===== src/rtl/pipelined_decode_stage.sv =====
// WISC decode stage: instruction decode, 16-entry regfile, branch resolution, hazard stalls,
// internal ID/EX register and sticky HLT. Optional macro WB_BYPASS_EN forwards same-cycle WB data.
module pipelined_decode_stage #(
    parameter int unsigned DATA_W   = 16,
    parameter int unsigned ZERO_REG = 1
) (
    input  logic                  clk,
    input  logic                  rst_n,
    input  logic                  if_valid_i,
    input  logic [15:0]           if_inst_i,
    input  logic [DATA_W-1:0]     if_pc_next_i,
    input  logic                  if_pred_taken_i,
    input  logic [DATA_W-1:0]     if_pred_target_i,
    input  logic [2:0]            flags_i,
    input  logic                  ex_reg_wr_i,
    input  logic                  ex_mem_read_i,
    input  logic                  ex_sets_flags_i,
    input  logic [3:0]            ex_rd_i,
    input  logic                  mem_mem_read_i,
    input  logic [3:0]            mem_rd_i,
    input  logic                  wb_wen_i,
    input  logic [3:0]            wb_rd_i,
    input  logic [DATA_W-1:0]     wb_data_i,
    output logic                  stall_o,
    output logic                  is_branch_o,
    output logic                  is_br_o,
    output logic                  actual_taken_o,
    output logic                  wen_btb_o,
    output logic                  wen_bht_o,
    output logic                  update_pc_o,
    output logic [DATA_W-1:0]     branch_target_o,
    output logic                  id_ex_valid_o,
    output logic [3*DATA_W+14:0]  id_ex_ex_o,
    output logic [DATA_W+1:0]     id_ex_mem_o,
    output logic [7:0]            id_ex_wb_o,
    output logic [DATA_W-1:0]     id_ex_pc_next_o,
    output logic                  halted_o
);

    localparam logic [3:0] OpAdd    = 4'h0;
    localparam logic [3:0] OpSub    = 4'h1;
    localparam logic [3:0] OpXor    = 4'h2;
    localparam logic [3:0] OpSll    = 4'h4;
    localparam logic [3:0] OpSra    = 4'h5;
    localparam logic [3:0] OpRor    = 4'h6;
    localparam logic [3:0] OpPaddsb = 4'h7;
    localparam logic [3:0] OpLw     = 4'h8;
    localparam logic [3:0] OpSw     = 4'h9;
    localparam logic [3:0] OpLlb    = 4'hA;
    localparam logic [3:0] OpLhb    = 4'hB;
    localparam logic [3:0] OpB      = 4'hC;
    localparam logic [3:0] OpBr     = 4'hD;
    localparam logic [3:0] OpPcs    = 4'hE;
    localparam logic [3:0] OpHlt    = 4'hF;

    localparam bit ZeroReg = (ZERO_REG != 0);

    typedef enum logic {StRun, StHalted} state_e;
    state_e state_q, state_d;

    logic [DATA_W-1:0] rf_q [16];

    logic [3:0]        opcode, rd, rs, rt, src1, src2;
    logic [2:0]        ccc;
    logic              use1, use2, nop, active;
    logic [DATA_W-1:0] rd1, rd2, imm, b_off, b_target, target;
    logic              alu_src, z_en, nv_en, reg_write, mem_to_reg, is_hlt, is_pcs;
    logic              mem_en, mem_wr;
    logic              wb_hit, ex_nz, mem_nz, load_use, b_haz, br_haz, wb_haz, stall;
    logic              taken, br_ok, capture;

    logic                 id_ex_valid_q;
    logic [3*DATA_W+14:0] id_ex_ex_d, id_ex_ex_q;
    logic [DATA_W+1:0]    id_ex_mem_d, id_ex_mem_q;
    logic [7:0]           id_ex_wb_d, id_ex_wb_q;
    logic [DATA_W-1:0]    id_ex_pc_next_q;

    assign opcode = if_inst_i[15:12];
    assign rd     = if_inst_i[11:8];
    assign rs     = if_inst_i[7:4];
    assign rt     = if_inst_i[3:0];
    assign ccc    = if_inst_i[11:9];

    // LLB/LHB merge into rd, SW stores rd: both read rd as a source.
    assign src1 = (opcode == OpLlb || opcode == OpLhb) ? rd : rs;
    assign src2 = (opcode == OpSw) ? rd : rt;
    assign use1 = (opcode <= OpLhb) || (opcode == OpBr);
    assign use2 = (opcode <= OpPaddsb) || (opcode == OpSw);

    assign alu_src    = opcode inside {OpSll, OpSra, OpRor, OpLw, OpSw, OpLlb, OpLhb};
    assign z_en       = opcode inside {OpAdd, OpSub, OpXor, OpSll, OpSra, OpRor};
    assign nv_en      = opcode inside {OpAdd, OpSub};
    assign reg_write  = (opcode <= OpLw) || (opcode inside {OpLlb, OpLhb, OpPcs});
    assign mem_to_reg = (opcode == OpLw);
    assign mem_en     = (opcode == OpLw) || (opcode == OpSw);
    assign mem_wr     = (opcode == OpSw);
    assign is_hlt     = (opcode == OpHlt);
    assign is_pcs     = (opcode == OpPcs);

    always_comb begin
        imm = '0;
        if (opcode == OpLw || opcode == OpSw) begin
            imm = {{(DATA_W-4){if_inst_i[3]}}, if_inst_i[3:0]};
        end else if (opcode inside {OpSll, OpSra, OpRor}) begin
            imm = {{(DATA_W-4){1'b0}}, if_inst_i[3:0]};
        end else if (opcode inside {OpLlb, OpLhb}) begin
            imm = {{(DATA_W-8){1'b0}}, if_inst_i[7:0]};
        end
    end

    // R0 is never written when hardwired, so plain reads of it return zero.
    assign wb_hit = wb_wen_i && (!ZeroReg || wb_rd_i != 4'd0);
    assign ex_nz  = !ZeroReg || ex_rd_i != 4'd0;
    assign mem_nz = !ZeroReg || mem_rd_i != 4'd0;

    always_comb begin
        rd1 = rf_q[src1];
        rd2 = rf_q[src2];
`ifdef WB_BYPASS_EN
        if (wb_hit && wb_rd_i == src1) rd1 = wb_data_i;
        if (wb_hit && wb_rd_i == src2) rd2 = wb_data_i;
`endif
    end

    assign load_use = ex_mem_read_i && ex_nz &&
                      ((use1 && ex_rd_i == src1) || (use2 && ex_rd_i == src2));
    assign b_haz    = (opcode == OpB) && ex_sets_flags_i;
    assign br_haz   = (opcode == OpBr) &&
                      ((ex_reg_wr_i && ex_nz && ex_rd_i == rs) ||
                       (mem_mem_read_i && mem_nz && mem_rd_i == rs));
`ifdef WB_BYPASS_EN
    assign wb_haz = 1'b0;
`else
    assign wb_haz = wb_hit && ((use1 && wb_rd_i == src1) || (use2 && wb_rd_i == src2));
`endif

    assign active = if_valid_i && (state_q == StRun);
    assign nop    = (if_inst_i == 16'h0000);
    assign stall  = active && !nop && (load_use || b_haz || br_haz || wb_haz);

    // flags_i = {Z, V, N}
    always_comb begin
        unique case (ccc)
            3'b000:  taken = !flags_i[2];
            3'b001:  taken = flags_i[2];
            3'b010:  taken = !flags_i[2] && !flags_i[0];
            3'b011:  taken = flags_i[0];
            3'b100:  taken = flags_i[2] || (!flags_i[2] && !flags_i[0]);
            3'b101:  taken = flags_i[0] || flags_i[2];
            3'b110:  taken = flags_i[1];
            default: taken = 1'b1;
        endcase
    end

    assign b_off    = {{(DATA_W-9){if_inst_i[8]}}, if_inst_i[8:0]};
    assign b_target = if_pc_next_i + {b_off[DATA_W-2:0], 1'b0};
    assign target   = (opcode == OpBr) ? rd1 : b_target;
    assign br_ok    = active && !stall && (opcode == OpB || opcode == OpBr);

    assign stall_o         = stall;
    assign is_branch_o     = br_ok;
    assign is_br_o         = br_ok && (opcode == OpBr);
    assign actual_taken_o  = br_ok && taken;
    assign wen_bht_o       = br_ok;
    assign wen_btb_o       = br_ok && taken;
    assign update_pc_o     = br_ok &&
                             ((taken != if_pred_taken_i) ||
                              (taken && if_pred_target_i != target));
    assign branch_target_o = target;

    assign capture     = active && !stall && !nop;
    assign id_ex_ex_d  = {src1, src2, rd1, imm, rd2, opcode, alu_src, z_en, nv_en};
    assign id_ex_mem_d = {rd2, mem_en, mem_wr};
    assign id_ex_wb_d  = {rd, reg_write, mem_to_reg, is_hlt, is_pcs};

    always_comb begin
        state_d = state_q;
        if (state_q == StRun && capture && is_hlt) begin
            state_d = StHalted;
        end
    end

    always_ff @(posedge clk or negedge rst_n) begin
        if (!rst_n) begin
            state_q <= StRun;
        end else begin
            state_q <= state_d;
        end
    end

    always_ff @(posedge clk or negedge rst_n) begin
        if (!rst_n) begin
            for (int i = 0; i < 16; i++) begin
                rf_q[i] <= '0;
            end
        end else if (wb_hit) begin
            rf_q[wb_rd_i] <= wb_data_i;
        end
    end

    always_ff @(posedge clk or negedge rst_n) begin
        if (!rst_n) begin
            id_ex_valid_q   <= 1'b0;
            id_ex_ex_q      <= '0;
            id_ex_mem_q     <= '0;
            id_ex_wb_q      <= '0;
            id_ex_pc_next_q <= '0;
        end else if (capture) begin
            id_ex_valid_q   <= 1'b1;
            id_ex_ex_q      <= id_ex_ex_d;
            id_ex_mem_q     <= id_ex_mem_d;
            id_ex_wb_q      <= id_ex_wb_d;
            id_ex_pc_next_q <= if_pc_next_i;
        end else begin
            id_ex_valid_q   <= 1'b0;
            id_ex_ex_q      <= '0;
            id_ex_mem_q     <= '0;
            id_ex_wb_q      <= '0;
            id_ex_pc_next_q <= '0;
        end
    end

    assign id_ex_valid_o   = id_ex_valid_q;
    assign id_ex_ex_o      = id_ex_ex_q;
    assign id_ex_mem_o     = id_ex_mem_q;
    assign id_ex_wb_o      = id_ex_wb_q;
    assign id_ex_pc_next_o = id_ex_pc_next_q;
    assign halted_o        = (state_q == StHalted);

endmodule


===== config.mk =====
export PLATFORM = sky130hd
export DESIGN_NAME = pipelined_decode_stage
export DESIGN_NICKNAME = d
export VERILOG_FILES = /design/src/rtl/pipelined_decode_stage.sv
export SDC_FILE = /design/constraint.sdc
export NUM_CORES = 1
export LEC_CHECK = 0
export CAP_MARGIN = 5
export CELL_PAD_IN_SITES_DETAIL_PLACEMENT = 1
export CELL_PAD_IN_SITES_GLOBAL_PLACEMENT = 1
export CORE_MARGIN = 3
export CORE_UTILIZATION = 46
export DETAILED_ROUTE_END_ITERATION = 8
export PLACE_DENSITY = 0.82
export SLEW_MARGIN = 40
export SYNTH_ARGS = -nofsm -noshare
export SYNTH_HDL_FRONTEND = slang
export SYNTH_SLANG_ARGS = --single-unit

===== constraint.sdc =====
create_clock -name clk -period 7.71 [get_ports clk]
set_input_delay 2.313 -clock clk [delete_from_list [all_inputs] [get_ports clk]]
set_output_delay 2.313 -clock clk [all_outputs]
set_load 0.02 [all_outputs]

Word-level counts from Yosys, hierarchy flattened
Index checks and enable logic that the tools add are counted.
{"block": "classes", "n_addsub": 1, "magnitude_cmp": 7, "eq_ne": 27, "muxes": 21, "bitwise": 4, "n_reduce_logical": 59}
{"cell": "bitwise mux 256 bit", "n": 1}
{"cell": "2-to-1 mux 16 bit", "n": 9}
{"cell": "binary-select mux 16 bit (select 4 bit)", "n": 2}
{"cell": "demux 16 bit (select 4 bit)", "n": 1}
{"cell": "2-to-1 mux 63 bit", "n": 1}
{"cell": "equality test 4 bit (second input constant)", "n": 8}
{"cell": "logical AND 1 bit", "n": 28}
{"cell": "equality test 4 bit", "n": 6}
{"cell": "2-to-1 mux 18 bit", "n": 1}
{"cell": "adder 16 bit", "n": 1}
{"cell": "zero test 16 bit", "n": 1}
{"cell": "2-to-1 mux 8 bit", "n": 2}
{"cell": "!= test 16 bit", "n": 1}
{"cell": "greater-or-equal comparator 5 bit (second input constant)", "n": 3}
{"cell": "logical OR 1 bit", "n": 15}
{"cell": "inverter 4 -> 5 bit", "n": 3}
{"cell": "equality test 4 x 3 -> 1 bit (second input constant)", "n": 3}
{"cell": "nonzero test 4 bit", "n": 3}
{"cell": "equality test 3 bit (second input constant)", "n": 3}
{"cell": "<= comparator 4 bit (second input constant)", "n": 2}
{"cell": "2-to-1 mux 4 bit", "n": 2}
{"cell": "case mux 1 bit (7 select lines)", "n": 1}
{"cell": "nonzero test 7 bit", "n": 1}
{"cell": "equality test 3 x 2 -> 1 bit (second input constant)", "n": 2}
{"cell": "14 further kinds", "n": 19}
{"block": "totals", "ff_bits": 363, "in_bits": 88, "output_inout_bits": 130, "elab_cells": 141}

Longest topological paths before layout
Gate-level depths: netlist of the first run.
{"block": "logic_depth", "word_depth": 16, "ltp_mapped": 17, "depth_no_buf": 12}

Worst setup path before layout of the first run
Ideal clock, no wire load.
{"block": "synth_timing", "path_type": "input -> output", "start": "input if_inst_i[9]", "end": "output update_pc_o", "arrival_time_ps": 5223, "required_time_ps": 5397, "slack_ps": 174, "cell_stages": 15, "n_path_buf": 6, "cell_sequence": "buf_6 and4b_1 buf_4 a21o_1 buf_4 buf_6 buf_6 buf_4 mux2i_1 a221oi_1 o21bai_1 o21ai_0 xor2_1 nor4_1 a31oi_1"}
{"block": "synth_via", "elab_cells_between_ends": 42, "classes_between": "eq/ne (12); mux (7); bitwise (1); reduce/logical (22)"}
{"item": "start, declared", "line_no": "10", "source": "input logic [15:0] if_inst_i,"}
{"item": "2-to-1 mux 4 bit", "line_no": "85", "source": "assign src1 = (opcode == OpLlb || opcode == OpLhb) ? rd : rs;"}
{"item": "inverter 4 -> 5 bit (implied by the code)", "line_no": "117", "source": "rd1 = rf_q[src1];"}
{"item": "binary-select mux 16 bit (select 4 bit)", "line_no": "117"}
{"item": "2-to-1 mux 16 bit (implied by the code) (2 in a row)", "line_no": "117"}
{"item": "2-to-1 mux 16 bit", "line_no": "157", "source": "assign target = (opcode == OpBr) ? rd1 : b_target;"}
{"item": "net branch_target_o[7]", "line_no": "31", "source": "output logic [DATA_W-1:0] branch_target_o,"}
{"item": "!= test 16 bit", "line_no": "168", "source": "(taken && if_pred_target_i != target));"}
{"item": "logical AND 1 bit", "line_no": "168"}
{"item": "logical OR 1 bit", "line_no": "167", "source": "((taken != if_pred_taken_i) ||"}
{"item": "logical AND 1 bit", "line_no": "166", "source": "assign update_pc_o = br_ok &&"}
{"item": "end, declared", "line_no": "30", "source": "output logic update_pc_o,"}
The timed path passes the listed nets, and every way through them passes these cells. The select of a mux whose other input is x is not followed.

Final worst setup path of the first run
{"block": "layout_timing", "start": "input if_inst_i[14]", "end": "output update_pc_o"}
{"block": "layout_via", "elab_chain_len": 15, "elab_cells_between_ends": 46, "classes_between": "order compare (2); eq/ne (10); mux (6); bitwise (1); reduce/logical (27)"}
{"item": "parallel branches: the longest is 14 deep, another holds binary-select mux 16 bit (select 4 bit)"}
{"item": "logical AND 1 bit (*)", "line_no": "166"}
Every way passes the cells marked *. The select of a mux whose other input is x is not followed.

==> impl_metrics.env, run 1 <==
export IMPL_rows=73
export IMPL_yosys_area_share_simple_pct=9.07
export IMPL_critPathMaxFanout=8
export IMPL_ant_nets=0
export IMPL_p_leak_nw=10.7
export IMPL_drt_iter0_markers=1909
export IMPL_ios=218
export IMPL_synth_seq_area_share_pct=44.7
export IMPL_drc_errors=0
export IMPL_tightest_slew_ns=0.972
export IMPL_hp_start="rf_q[243]"
export IMPL_antenna_found_initial=3
export IMPL_ys_seq_elements=340
export IMPL_power_switching_mw=2.18
export IMPL_hold_buffers=0
export IMPL_synth_common_cells="dfrtp_1 (340), mux2_2 (247), nand2_1 (126)"
export IMPL_ys_flop_type="dfrtp_1"
export IMPL_slew_viol_final=0
export IMPL_die_area_um2=43800
export IMPL_outcome="finished with violations"
export IMPL_path_cells="buf_6 > nand3b_1 > buf_4 > buf_8 > mux2i_4 > buf_6 > buf_4 > mux2i_2 > mux2i_1 > buf_4 > o21ai_2 > xnor2_2 > nand2_1 > nor4_2 > a31oi_1 > buf_4"
export IMPL_startpoint_type="input port"
export IMPL_ys_warnings_count=0
export IMPL_worstRegToRegCells=5
export IMPL_period_needed_ns=7.92
export IMPL_final_layout_size_suffix_gt1_share_pct=37.4
export IMPL_violations="setup timing"
export IMPL_setup_violations=2
export IMPL_synthAdderAreaFrac_pct=1.08
export IMPL_ir_worst_vdd_v=0.000154
export IMPL_muxShareOfSynthArea_pct=30.4
export IMPL_pwr_share_comb_pct=30.9
export IMPL_syn_nets=1697
export IMPL_rsz0062_at_grt="yes"
export IMPL_grt_pass1_wl_mm=117
export IMPL_fin_crit_sh_pct=103
export IMPL_clock_latency_ns=0.60
export IMPL_synth_area_um2=19000
export IMPL_viasPerCell=6.83
export IMPL_slowest_stage="mux2i_4"
export IMPL_skew_ns=0.0296
export IMPL_path_delay_family="buffers and inverters"
export IMPL_synth_top_family_by_area="multiplexers"
export IMPL_num_vias=16800
export IMPL_slowest_delay_ns=0.33
export IMPL_synth_distinct_cells=68
export IMPL_synth_area_leaders="dfrtp_1 (45%), mux2_2 (15%), mux4_2 (9.6%), mux2i_1 (6.0%), nand2_1 (2.5%)"
export IMPL_fp_dieH_um=209
export IMPL_hold_end="rf_q[243]"
export IMPL_synth_area_per_cell_um2=11.9
export IMPL_layout_setup_ws_ns=-0.215
export IMPL_synth_xor_area_share_pct=2.39
export IMPL_required_ns=5.40
export IMPL_powerDensity_nw_per_um2=254
export IMPL_slew_headroom_pct=35.0
export IMPL_cap_violations=0
export IMPL_hold_class="reg -> reg"
export IMPL_grt_max_degree=160
export IMPL_grt_total_usage_pct=35.1
export IMPL_min_path_cells=0
export IMPL_dpl_hpwl_mm=49.9
export IMPL_critPathArrivalTime_ns=5.61
export IMPL_die_w_um=209
export IMPL_yosys_area_top_type="dfrtp_1"
export IMPL_crit_start="if_inst_i[14]"
export IMPL_clk_path_buf_depth=3
export IMPL_wl_per_cell_um=34.1
export IMPL_p_clk_share_pct=29.7
export IMPL_synth_edf_count=0
export IMPL_cts_inserted_buffers=37
export IMPL_htree_levels=2
export IMPL_syn_to_final_growth_pct=30.7
export IMPL_wirelength_mm=84.2
export IMPL_start_util_pct=47.2
export IMPL_synthCells=1594
export IMPL_ff2ff_setup_slack_ns=5.14
export IMPL_p_sw_share_pct=34.5
export IMPL_clock_sinks=340
export IMPL_coreArea_um2=40300
export IMPL_clkSlewWorstSetupHoldPaths_ns=0.05
export IMPL_finish_utilization_pct=61.7
export IMPL_rr_startpoint="halted_o"
export IMPL_first_pass_iters=7
export IMPL_gr_total_overflow=0
export IMPL_yosysMostFrequentCell="dfrtp_1"
export IMPL_root_buffer="clkbuf_16"
export IMPL_ys_async_sr_fraction_pct=100
export IMPL_finalWeightedCongestion=0.989
export IMPL_place_port_buffers=217
export IMPL_hold_viol_final=0
export IMPL_p_total_mw=6.31
export IMPL_p_seq_share_pct=39.5
export IMPL_p_int_mw=4.13
export IMPL_end_kind="primary output"
export IMPL_nets=2014
export IMPL_synth_compound_area_share_pct=7.57
export IMPL_grt_pass1_vias=18000
export IMPL_path_class="in -> out"
export IMPL_max_freq_mhz=126
export IMPL_worst_path_buf_inv=7
export IMPL_synth_top_area_share_pct=44.7
export IMPL_crit_top_cell="buf_4"
export IMPL_r2r_end="id_ex_ex_o[22]"
export IMPL_tritoncts="yes"
-- final cells by class --
class / count / area [µm²]
Antenna cell: 4 / 10.0
Clock buffer: 54 / 1090
Clock inverter: 10 / 130
Fill cell: 3929 / 15400
Inverter: 8 / 30.0
Multi-Input combinational cell: 1072 / 10200
Sequential cell: 340 / 8510
Tap cell: 525 / 657
Timing Repair Buffer: 452 / 4230
-- flip-flops by register name (all words and copies together), names as in the netlist --
signal           flops
id_ex_wb_o           8
id_ex_ex_o          41
id_ex_valid_o        1
id_ex_pc_next_o     16
rf_q               256
halted_o             1
id_ex_mem_o         17
-- power groups by stage --
| stage | combinational (mW) | clock, mW | sequential [mW] |
|---|---|---|---|
| global route | 2.02 | 1.96 | 2.50 |
| finish | 1.95 | 1.87 | 2.49 |
| global placement | 1.64 | 0 | 2.39 |
| floorplan | 0.991 | 0 | 2.38 |
| detailed placement | 1.72 | 0 | 2.44 |
| CTS | 1.81 | 1.84 | 2.43 |
-- layer usage --
layer	up-vias	share of wire (%)	track usage, %
met2	1353	47	58.0
met1	8564	35	41.9
met4	2	7.7	20.8
li1	6453	-	-
met3	476	10	8.49
met5	-	0.021	0
-- repair_timing --
action                                 in CTS  in global routing
cloned                                      0                  1
resized for setup                         126                 47
setup endpoints to repair                  22                 16
setup buffers                              11                 14
endpoints found under the hold margin       0                  0
pin swaps                                  32                 15
-- kinds of logic (layout without fill, tap and decap cells) --
family	count (synthesis)	count (layout)
DFF	340	340
other	0	4
xor gates and xnor gates	52	52
adders and majority gates	16	16
and+or+nand+nor	357	357
AOI/OAI and AO/OA	202	202
buffers and inverters	182	524
muxes	445	445
-- metrics by stage --
stage               TNS [ns]  hold slack (ns)  cells  cell area [µm²]  worst slack [ns]
detailed placement     -8.66            0.396   2371            22900            -0.994
CTS                  -0.0269            0.409   2445            24500           -0.0269
global route          -0.488            0.416   2461            24900            -0.267
global placement       -5.73            0.382   2369            22800            -0.862
finish                -0.248            0.410   2465            24900            -0.215
floorplan                  0            0.441   1594            19000             0.174
-- how the worst max path moves through the flow --
stage,cells past startpoint,to,slack [ns]
after floorplan,15,update_pc_o,0.17
after global placement,16,update_pc_o,-0.86
after detailed placement,16,update_pc_o,-0.99
after CTS,13,update_pc_o,-0.03
after global routing,16,update_pc_o,-0.27
final,16,update_pc_o,-0.21
-- layout by cell type, fill, tap and decap left out, drive strengths merged, types with 12 or more instances in the layout --
master         instances
clkbuf                57
clkdlybuf4s50        181
buf                  237
mux4                  81
nand2                126
and2                  33
dfrtp                340
nor2b                 27
nor2                  64
o21ai                 31
xor2                  12
nor3                  21
dlygate4sd2           21
mux2                 250
mux2i                114
ha                    14
a211oi                49
nand3                 32
a32oi                 12
xnor2                 40
nand4                 12
a21oi                 36
Power figures use the tool's default switching activity.
==> run 2: changes to the inputs <==
--- a/config.mk
+++ b/config.mk
@@ -12,4 +12,5 @@
 export CORE_UTILIZATION = 46
 export DETAILED_ROUTE_END_ITERATION = 8
+export MAX_ROUTING_LAYER = met4
 export PLACE_DENSITY = 0.82
 export SLEW_MARGIN = 40
==> constraint.sdc (replaced) <==
create_clock -name clk -period 7.71 [get_ports clk]
set_input_delay 2.313 -clock clk [delete_from_list [all_inputs] [get_ports clk]]
set_output_delay 2.313 -clock clk [all_outputs]
set_load 0.05 [all_outputs]
==> run 2 against run 1 <==
Compared with the run above: the run still ends with setup timing left; register-to-register slack got worse by 0.25 ns; power increased by 6.5%; global-route usage increased by 3.5 points; final area increased by 0.84%; worst setup slack got worse by 0.59 ns; fmax decreased by 6.9%; first-iteration DRC count increased by 10%; clock power increased by 7%; largest cell class unchanged; largest power group unchanged; highest routed layer is now met4.
==> impl_metrics.env, run 2 (same netlist as run 1, synthesis figures left out) <==
export IMPL_root_buffer="clkbuf_16"
export IMPL_coreArea_um2=40300
export IMPL_hold_buffers=0
export IMPL_post_dp_cell_area_um2=23000
export IMPL_setup_tns_ns=-1.46
export IMPL_critPathArrivalTime_ns=6.20
export IMPL_skew_ns=0.0312
export IMPL_slowest_delay_ns=0.84
export IMPL_hp_start="rf_q[244]"
export IMPL_worstRegToRegCells=8
export IMPL_r2r_end="id_ex_ex_o[41]"
export IMPL_tightest_slew_ns=1.06
export IMPL_finish_utilization_pct=62.2
export IMPL_die_area_um2=43800
export IMPL_outcome="finished with violations"
export IMPL_violations="setup timing"
export IMPL_htree_levels=2
export IMPL_period_needed_ns=8.52
export IMPL_tritoncts="yes"
export IMPL_critPathMaxFanout=6
export IMPL_wirelength_mm=89.7
export IMPL_dpl_hpwl_mm=48.9
export IMPL_drt_iter0_markers=2103
export IMPL_grt_max_degree=110
export IMPL_viasPerCell=7.08
export IMPL_final_layout_size_suffix_gt1_share_pct=38.3
export IMPL_fp_dieH_um=209
export IMPL_slew_viol_final=0
export IMPL_crit_start="if_inst_i[15]"
export IMPL_hold_class="reg -> reg"
export IMPL_layout_commonest_cell="dfrtp_1"
export IMPL_cap_violations=0
export IMPL_rr_startpoint="rf_q[50]"
export IMPL_ff2ff_setup_slack_ns=4.89
export IMPL_fin_crit_sh_pct=110
export IMPL_first_pass_iters=6
export IMPL_clock_sinks=340
export IMPL_cts_inserted_buffers=39
export IMPL_drc_errors=0
export IMPL_slowest_stage="o21ai_0"
export IMPL_path_class="in -> out"
export IMPL_rsz0062_at_grt="yes"
export IMPL_clk_path_buf_depth=3
export IMPL_hold_viol_final=0
export IMPL_wl_per_cell_um=36.4
export IMPL_required_ns=5.40
export IMPL_powerDensity_nw_per_um2=268
export IMPL_max_freq_mhz=117
export IMPL_end_kind="primary output"
export IMPL_p_leak_nw=10.7
export IMPL_final_cell_mix="dfrtp_1 (340), mux2_2 (246), buf_4 (204), clkdlybuf4s50_1 (177), nand2_1 (126)"
export IMPL_grt_pass1_vias=18500
export IMPL_num_vias=17500
export IMPL_regMostFlops="rf_q"
export IMPL_clock_latency_ns=0.59
export IMPL_endpoint="update_pc_o"
export IMPL_rows=73
export IMPL_setup_violations=8
export IMPL_antenna_found_initial=2
export IMPL_final_area_um2=25100
export IMPL_nets=2014
export IMPL_gr_total_overflow=0
export IMPL_layout_setup_ws_ns=-0.805
export IMPL_ir_worst_vdd_v=0.000198
export IMPL_grt_total_usage_pct=38.7
export IMPL_startpoint_type="input port"
export IMPL_min_path_cells=0
export IMPL_finalWeightedCongestion=1.00
export IMPL_die_w_um=209
export IMPL_start_util_pct=47.2
export IMPL_ios=218
export IMPL_slew_headroom_pct=28.4
export IMPL_ant_nets=0
export IMPL_path_cells="clkdlybuf4s15_2 > nand3b_1 > buf_6 > mux2_4 > buf_4 > buf_4 > a211oi_2 > o21ai_0 > o221ai_1 > nor2_2 > o32a_1 > nand4_1 > nor4_2 > a31oi_2 > buf_6"
export IMPL_syn_to_final_growth_pct=31.8
export IMPL_grt_pass1_wl_mm=124
export IMPL_place_port_buffers=217
export IMPL_largest_reg_flops=256
export IMPL_clkSlewWorstSetupHoldPaths_ns=0.06
==> run 2: cell types whose count changed in the layout (fill, tap and decap cells not counted), moves of 6 or more <==
cell / previous run / this run
buf_12: 12 / 35
dlymetal6s2s_1: 6 / 0
nor2_1: 53 / 59
buf_6: 18 / 12
o21ai_0: 18 / 24
o21ai_1: 7 / 0
dlygate4sd2_1: 21 / 13
==> run 2: worst max-delay path, delay by kind of cell <==
family,cells,cell delay [ns]
compound gates,5,1.65
buf+inv,5,0.99
simple gates,4,0.96
mux,1,0.27
==> run 2: worst min-delay path by stage <==
stage                endpoint  slack, ns
floorplan           rf_q[250]       0.44
global placement    rf_q[243]       0.38
detailed placement  rf_q[254]       0.39
CTS                 rf_q[254]       0.40
global route        rf_q[254]       0.41
finish              rf_q[244]       0.41
==> run 2: metal layers <==
layer | vias to the layer above | routed length (µm) | global-route usage, %
met5 | - | 0 | -
met4 | 0 | 8020 | 25.5
met3 | 661 | 10300 | 10.4
met2 | 1645 | 41000 | 60.9
met1 | 8703 | 30300 | 43.5
li1 | 6449 | - | -
==> run 2: what timing repair did <==
action	CTS	global route
buffers inserted	26	4
resized for setup	92	28
pin swaps	23	6
setup endpoints to repair	12	6
endpoints found under the hold margin	0	0
gates cloned	1	0
==> run 2: cell type report <==
type / instances / area [µm²]
Antenna cell: 2 / 5.00
Clock buffer: 52 / 1090
Clock inverter: 16 / 233
Fill cell: 3964 / 15200
Inverter: 8 / 30.0
Multi-Input combinational cell: 1072 / 10100
Sequential cell: 340 / 8510
Tap cell: 525 / 657
Timing Repair Buffer: 450 / 4420
==> run 2: power by group <==
group | internal (mW) | total [mW] | leakage [nW] | switching (mW)
sequential | 2.12 | 2.50 | 4.30 | 0.374
combinational | 1.00 | 2.23 | 5.78 | 1.22
clock | 1.17 | 2.00 | 0.650 | 0.828
==> run 2: stage by stage <==
| step | std cells | hold WS, ns | setup WS [ns] | power (mW) |
|---|---|---|---|---|
| final | 2465 | 0.414 | -0.805 | 6.72 |
| after CTS | 2458 | 0.399 | 0.00119 | 6.44 |
| after global placement | 2361 | 0.381 | -0.469 | 4.24 |
| after floorplan | 1594 | 0.441 | -0.264 | 3.54 |
| after global routing | 2465 | 0.414 | -0.647 | 6.87 |
| after detailed placement | 2363 | 0.386 | -0.572 | 4.37 |
